<file path="config.mk">
export PLATFORM = sky130hd
export DESIGN_NAME = fft_frame_sequencer
export DESIGN_NICKNAME = d
export VERILOG_FILES = /design/src/rtl/fft_frame_sequencer.sv
export SDC_FILE = /design/constraint.sdc
export NUM_CORES = 1
export LEC_CHECK = 0
export CORE_AREA = 3 3 74 93
export CTS_CLUSTER_DIAMETER = 100
export CTS_CLUSTER_SIZE = 28
export DETAILED_ROUTE_END_ITERATION = 8
export DIE_AREA = 0 0 77 96
export DONT_BUFFER_PORTS = 1
export GPL_TIMING_DRIVEN = 0
export PLACE_DENSITY = 0.65
export SYNTH_ARGS = -nofsm -noshare
export SYNTH_HDL_FRONTEND = slang
export SYNTH_SLANG_ARGS = --single-unit
</file>
<file path="constraint.sdc">
create_clock -name CLOCK_50 -period 5.24 [get_ports CLOCK_50]
set_clock_uncertainty 0.1 [all_clocks]
set_input_delay 0.524 -clock CLOCK_50 [delete_from_list [all_inputs] [get_ports CLOCK_50]]
set_output_delay 0.524 -clock CLOCK_50 [all_outputs]
set_load 0.005 [all_outputs]
</file>
<file path="src/rtl/fft_frame_sequencer.sv">
// Drains one buffered frame from the sample FIFO into the FFT sink through a 2-entry skid buffer.
// Optional FFT_SEQ_STATS_EN adds a frame counter and a sticky underrun flag.
module fft_frame_sequencer #(
  parameter int FRAME_LEN = 8192,
  parameter int USEDW_W   = 14,
  parameter int SAMPLE_W  = 32,
  parameter int DATA_W    = 16
) (
  input  logic                CLOCK_50,
  input  logic                resetn,
  input  logic                enable,
  input  logic [USEDW_W-1:0]  rdusedw,
  input  logic                rdempty,
  output logic                rdreq,
  input  logic [SAMPLE_W-1:0] q,
  input  logic                sink_ready,
  output logic                sink_valid,
  output logic                sink_sop,
  output logic                sink_eop,
  output logic [DATA_W-1:0]   sink_real,
  output logic [DATA_W-1:0]   sink_imag,
  output logic [1:0]          sink_error,
  output logic                busy,
  output logic                frame_done
`ifdef FFT_SEQ_STATS_EN
  ,
  output logic [15:0]         frame_count,
  output logic                underrun
`endif
);

  localparam int CNT_W = $clog2(FRAME_LEN) + 1;
  localparam logic [CNT_W-1:0]   CNT_FULL = CNT_W'(FRAME_LEN);
  localparam logic [CNT_W-1:0]   CNT_LAST = CNT_W'(FRAME_LEN - 1);
  localparam logic [USEDW_W:0]   FILL_LVL = (USEDW_W + 1)'(FRAME_LEN);

  typedef enum logic [1:0] {S_IDLE, S_FILL, S_STREAM} state_t;

  state_t             state_q, state_d;
  logic [CNT_W-1:0]   rd_cnt_q, rd_cnt_d;
  logic [CNT_W-1:0]   out_cnt_q, out_cnt_d;
  logic               inflight_q;
  logic [1:0]         occ_q, occ_d;
  logic [DATA_W-1:0]  skid0_q, skid0_d;
  logic [DATA_W-1:0]  skid1_q, skid1_d;
  logic               frame_done_q, frame_done_d;
  logic               push, pop, eop_accept;
  logic [DATA_W-1:0]  q_data;

  assign q_data     = q[SAMPLE_W-1 -: DATA_W];
  assign push       = inflight_q;
  assign sink_valid = (occ_q != 2'd0);
  assign pop        = sink_valid && sink_ready;
  assign sink_sop   = sink_valid && (out_cnt_q == '0);
  assign sink_eop   = sink_valid && (out_cnt_q == CNT_LAST);
  assign eop_accept = pop && (out_cnt_q == CNT_LAST);
  assign sink_real  = skid0_q;
  assign sink_imag  = '0;
  assign sink_error = 2'b00;
  assign busy       = (state_q != S_IDLE);
  assign frame_done = frame_done_q;

  // Credit counts held entries even if one pops this cycle, so rdreq never depends on
  // sink_ready; the price is a sustained rate of two beats per three cycles.
  assign rdreq = (state_q == S_STREAM) && (rd_cnt_q < CNT_FULL) && !rdempty &&
                 (({1'b0, occ_q} + {2'b00, inflight_q}) < 3'd2);

  always_comb begin
    state_d      = state_q;
    rd_cnt_d     = rd_cnt_q;
    out_cnt_d    = out_cnt_q;
    frame_done_d = eop_accept;
    if (rdreq) rd_cnt_d = rd_cnt_q + 1'b1;
    if (pop)   out_cnt_d = out_cnt_q + 1'b1;
    case (state_q)
      S_IDLE: if (enable) state_d = S_FILL;
      S_FILL: begin
        if (!enable) begin
          state_d = S_IDLE;
        end else if (({1'b0, rdusedw} >= FILL_LVL) && !rdempty) begin
          state_d   = S_STREAM;
          rd_cnt_d  = '0;
          out_cnt_d = '0;
        end
      end
      S_STREAM: if (eop_accept) state_d = enable ? S_FILL : S_IDLE;
      default: state_d = S_IDLE;
    endcase
  end

  always_comb begin
    occ_d   = occ_q;
    skid0_d = skid0_q;
    skid1_d = skid1_q;
    case ({push, pop})
      2'b10: begin
        if (occ_q == 2'd0) skid0_d = q_data;
        else               skid1_d = q_data;
        occ_d = occ_q + 2'd1;
      end
      2'b01: begin
        skid0_d = skid1_q;
        occ_d   = occ_q - 2'd1;
      end
      2'b11: begin
        if (occ_q == 2'd1) begin
          skid0_d = q_data;
        end else begin
          skid0_d = skid1_q;
          skid1_d = q_data;
        end
      end
      default: ;
    endcase
  end

  always_ff @(posedge CLOCK_50 or negedge resetn) begin
    if (!resetn) begin
      state_q      <= S_IDLE;
      rd_cnt_q     <= '0;
      out_cnt_q    <= '0;
      inflight_q   <= 1'b0;
      occ_q        <= 2'd0;
      skid0_q      <= '0;
      skid1_q      <= '0;
      frame_done_q <= 1'b0;
    end else begin
      state_q      <= state_d;
      rd_cnt_q     <= rd_cnt_d;
      out_cnt_q    <= out_cnt_d;
      inflight_q   <= rdreq;
      occ_q        <= occ_d;
      skid0_q      <= skid0_d;
      skid1_q      <= skid1_d;
      frame_done_q <= frame_done_d;
    end
  end

`ifdef FFT_SEQ_STATS_EN
  logic [15:0] frame_count_q;
  logic        underrun_q;

  always_ff @(posedge CLOCK_50 or negedge resetn) begin
    if (!resetn) begin
      frame_count_q <= 16'd0;
      underrun_q    <= 1'b0;
    end else begin
      if (frame_done_q) frame_count_q <= frame_count_q + 16'd1;
      if ((state_q == S_STREAM) && (rd_cnt_q < CNT_FULL) && rdempty) underrun_q <= 1'b1;
    end
  end

  assign frame_count = frame_count_q;
  assign underrun    = underrun_q;
`endif

endmodule

</file>
==> flow_summary.toml <==
[run]
max_cap_viol_count = 0

[logic_synthesis]
synthCells = 321
ys_seq_area_share_pct = 50.1
synthDistinctLibCells = 43
syn_avg_cell_area_um2 = 10.3
synth_seq_cells = 66
syn_area_um2 = 3300
yosys_warnings = 0

[grt]
grt_max_degree = 67
grtUsageTotal_pct = 18.9
grt_pass1_wl_um = 10800
antenna_found_initial = 0
overflow = 0
grt_pass1_vias = 2294

[detailed_routing]
postRouteAntennaNets = 0
dr.first_iter.drc_count = 165
avgRoutedWirePerCell_um = 14.6
drt-pass1-iter-count = 4
totalWireLength_um = 6430
via_per_inst = 5.40
vias = 2380
drc = 0

[finish]
instances_no_fill = 441
final_nets = 410
final_core_util_pct = 60.7
areaGrowthSynthToFinish_pct = 12.9
design_area_um2 = 3720
layout-drive-gt1-share_pct = 16.9
n_antenna_cell = 0

[floorplan]
core_um2 = 6130
die_area_um2 = 7390
row_count = 32
ios = 91
dieWidth_um = 77
die_h_um = 96
start_util_pct = 53.8

[clock_tree]
clock_latency_ps = 340
cts_sinks = 66
htreeDepth = 3
cts.reportedPaths.clkPinSlew_ps = 70
cts_resized = 0
cts_root_buffer = "clkbuf_8"
cts-buffers-inserted = 9
cts_tree = "yes"
clockBufferDepth = 2

[place]
place.gp.congestion = 0.868
dp_hpwl_um = 4660
place_inst = 423
place_area_um2 = 3470
port_buffers = 0
place_ws_ps = 2290

[critical_path]
path_max_fanout = 10
crit_top_cell = "ha_1"
cp.arrival_ps = 3060
end_kind = "flip-flop"
startpoint_type = "flip-flop"
slowest_delay_ps = 550
crit_type = "reg -> reg"
critPathTopFamily = "buffers and inverters"
cp.required_ps = 5370
path_cells = "inv_1 > ha_1 > nand2b_4 > clkbuf_1 > ha_1 > o211ai_1 > buf_2 > mux2_2"
critPathBufInv = 3
slowest_stage = "o211ai_1"

[sta]
finalMaxSlewViolations = 0
slew_headroom_pct = 55.5
rsz0062_at_grt = "false"
hold_ws_ps = 199
hold_viol = 0
fin_crit_ps = 2940
fmaxAchievable_ghz = 0.340
fin_ws_ps = 2300
setup_viol = 0
tightest_slew_ps = 665
post-route-period-util_pct = 56.1
finalSetupTns_ps = 0

[pwr]
vdd_drop_max_uv = 343
total_power_mw = 1.86
power.leakage_nw = 1.64
p_per_area_nw_per_um2 = 499

[status]
outcome = "complete, no violations"

[worst_hold_path]
hold_path_class = "in -> reg"
area by class of cell:
| class | count | area [um^2] |
|---|---|---|
| timing repair buffer | 2 | 37.5 |
| sequential | 66 | 1650 |
| tap | 85 | 106 |
| buffer | 28 | 174 |
| clock buffer | 9 | 124 |
| fill | 500 | 2400 |
| inverter | 15 | 56.3 |
| multi-input combinational | 229 | 1480 |
| clock inverter | 7 | 93.8 |
state kept, by name (all words and copies together) (netlist names):
signal / count
frame_done: 1
inflight_q: 1
occ_q: 2
out_cnt_q: 14
rd_cnt_q: 14
sink_real: 16
skid1_q: 16
state_q: 2
repair_timing:
item	4_1_cts	5_1_grt
endpoints found under the hold margin	66	0
hold buffers	2	0
setup buffers	0	0
layout by cell type (no fill, tap or decap), types with 2 or more instances in the layout:
| cell type | synthesis | final |
|---|---|---|
| a21oi_1 | 14 | 14 |
| a22oi_1 | 16 | 16 |
| and4_1 | 2 | 2 |
| buf_4 | 18 | 18 |
| bufinv_16 | 0 | 2 |
| clkbuf_1 | 9 | 9 |
| clkbuf_8 | 0 | 9 |
| clkinv_2 | 0 | 2 |
| clkinvlp_4 | 0 | 2 |
| conb_1 | 1 | 18 |
| dfrtp_1 | 66 | 66 |
| ha_1 | 8 | 8 |
| inv_1 | 15 | 15 |
| mux2_2 | 16 | 16 |
| nand2_1 | 36 | 36 |
| nand3_1 | 9 | 9 |
| nand4_1 | 4 | 4 |
| nor2_1 | 15 | 15 |
| nor2b_1 | 2 | 2 |
| nor3_1 | 3 | 3 |
| nor4_1 | 5 | 5 |
| o211ai_1 | 3 | 3 |
| o21ai_0 | 25 | 25 |
| o31ai_1 | 7 | 7 |
| or2_2 | 3 | 3 |
| or3_1 | 6 | 6 |
| or4_1 | 8 | 8 |
| xnor2_1 | 7 | 7 |
| xor2_1 | 5 | 5 |
synthesized netlist by cell type (all sizes together):
cell type / number / area [um^2]
a21o: 1 / 7.51
o31ai: 7 / 52.6
nand4: 6 / 58.8
nand2: 36 / 135
nand2b: 2 / 20.0
nor4bb: 1 / 10.0
or4: 8 / 60.1
o211ai: 3 / 22.5
and4: 2 / 17.5
mux2i: 1 / 10.0
dfrtp: 66 / 1650
o211a: 1 / 10.0
or2: 3 / 18.8
nor3: 3 / 15.0
nor4: 5 / 31.3
o21ai: 26 / 130
xnor2: 7 / 61.3
nand3: 9 / 45.0
or3: 7 / 48.8
and2: 1 / 6.26
conb: 1 / 3.75
mux2: 16 / 180
nor4b: 2 / 32.5
inv: 15 / 56.3
a21oi: 14 / 70.1
buf: 19 / 140
nand4bb: 1 / 11.3
o21a: 1 / 7.51
nor2b: 2 / 12.5
and3: 1 / 6.26
nor2: 15 / 56.3
xor2: 5 / 43.8
a22oi: 16 / 120
a211o: 1 / 8.76
ha: 8 / 100
clkbuf: 9 / 33.8
worst paths after layout:
path | end | start | slack, ps | cells past startpoint
max in group asynchronous | sink_real[1] | resetn | 4150 | 2
setup reg to reg | skid1_q[11] | occ_q[1] | 2300 | 8
hold reg to reg | skid1_q[11] | skid1_q[11] | 410 | 1
setup / recovery | skid1_q[11] | occ_q[1] | 2300 | 8
hold / removal | state_q[0] | enable | 200 | 1
min in group asynchronous | rd_cnt_q[9] | resetn | 600 | 2
routing by layer:
metal  track usage, %  routed length [um]
met2             32.5                3360
met4             10.2                 112
met5                0                   0
met3             6.55                 388
met1             20.7                2570
logic make-up after synthesis:
family,count (synthesis),share of synthesized area (%)
compound gates,70,13.0
xor+xnor,12,3.19
fa+ha+maj,8,3.04
buf+inv,43,6.99
flops,66,50.1
mux,17,5.77
other cells,1,0.114
simple gates,104,17.8
report_power, final:
| group | total, mW | internal, mW | switching, mW |
|---|---|---|---|
| sequential | 0.897 | 0.714 | 0.183 |
| clock | 0.465 | 0.267 | 0.198 |
| combinational | 0.496 | 0.237 | 0.259 |
| total | 1.86 | 1.22 | 0.640 |
No activity file was read; power rests on OpenSTA's default activity.
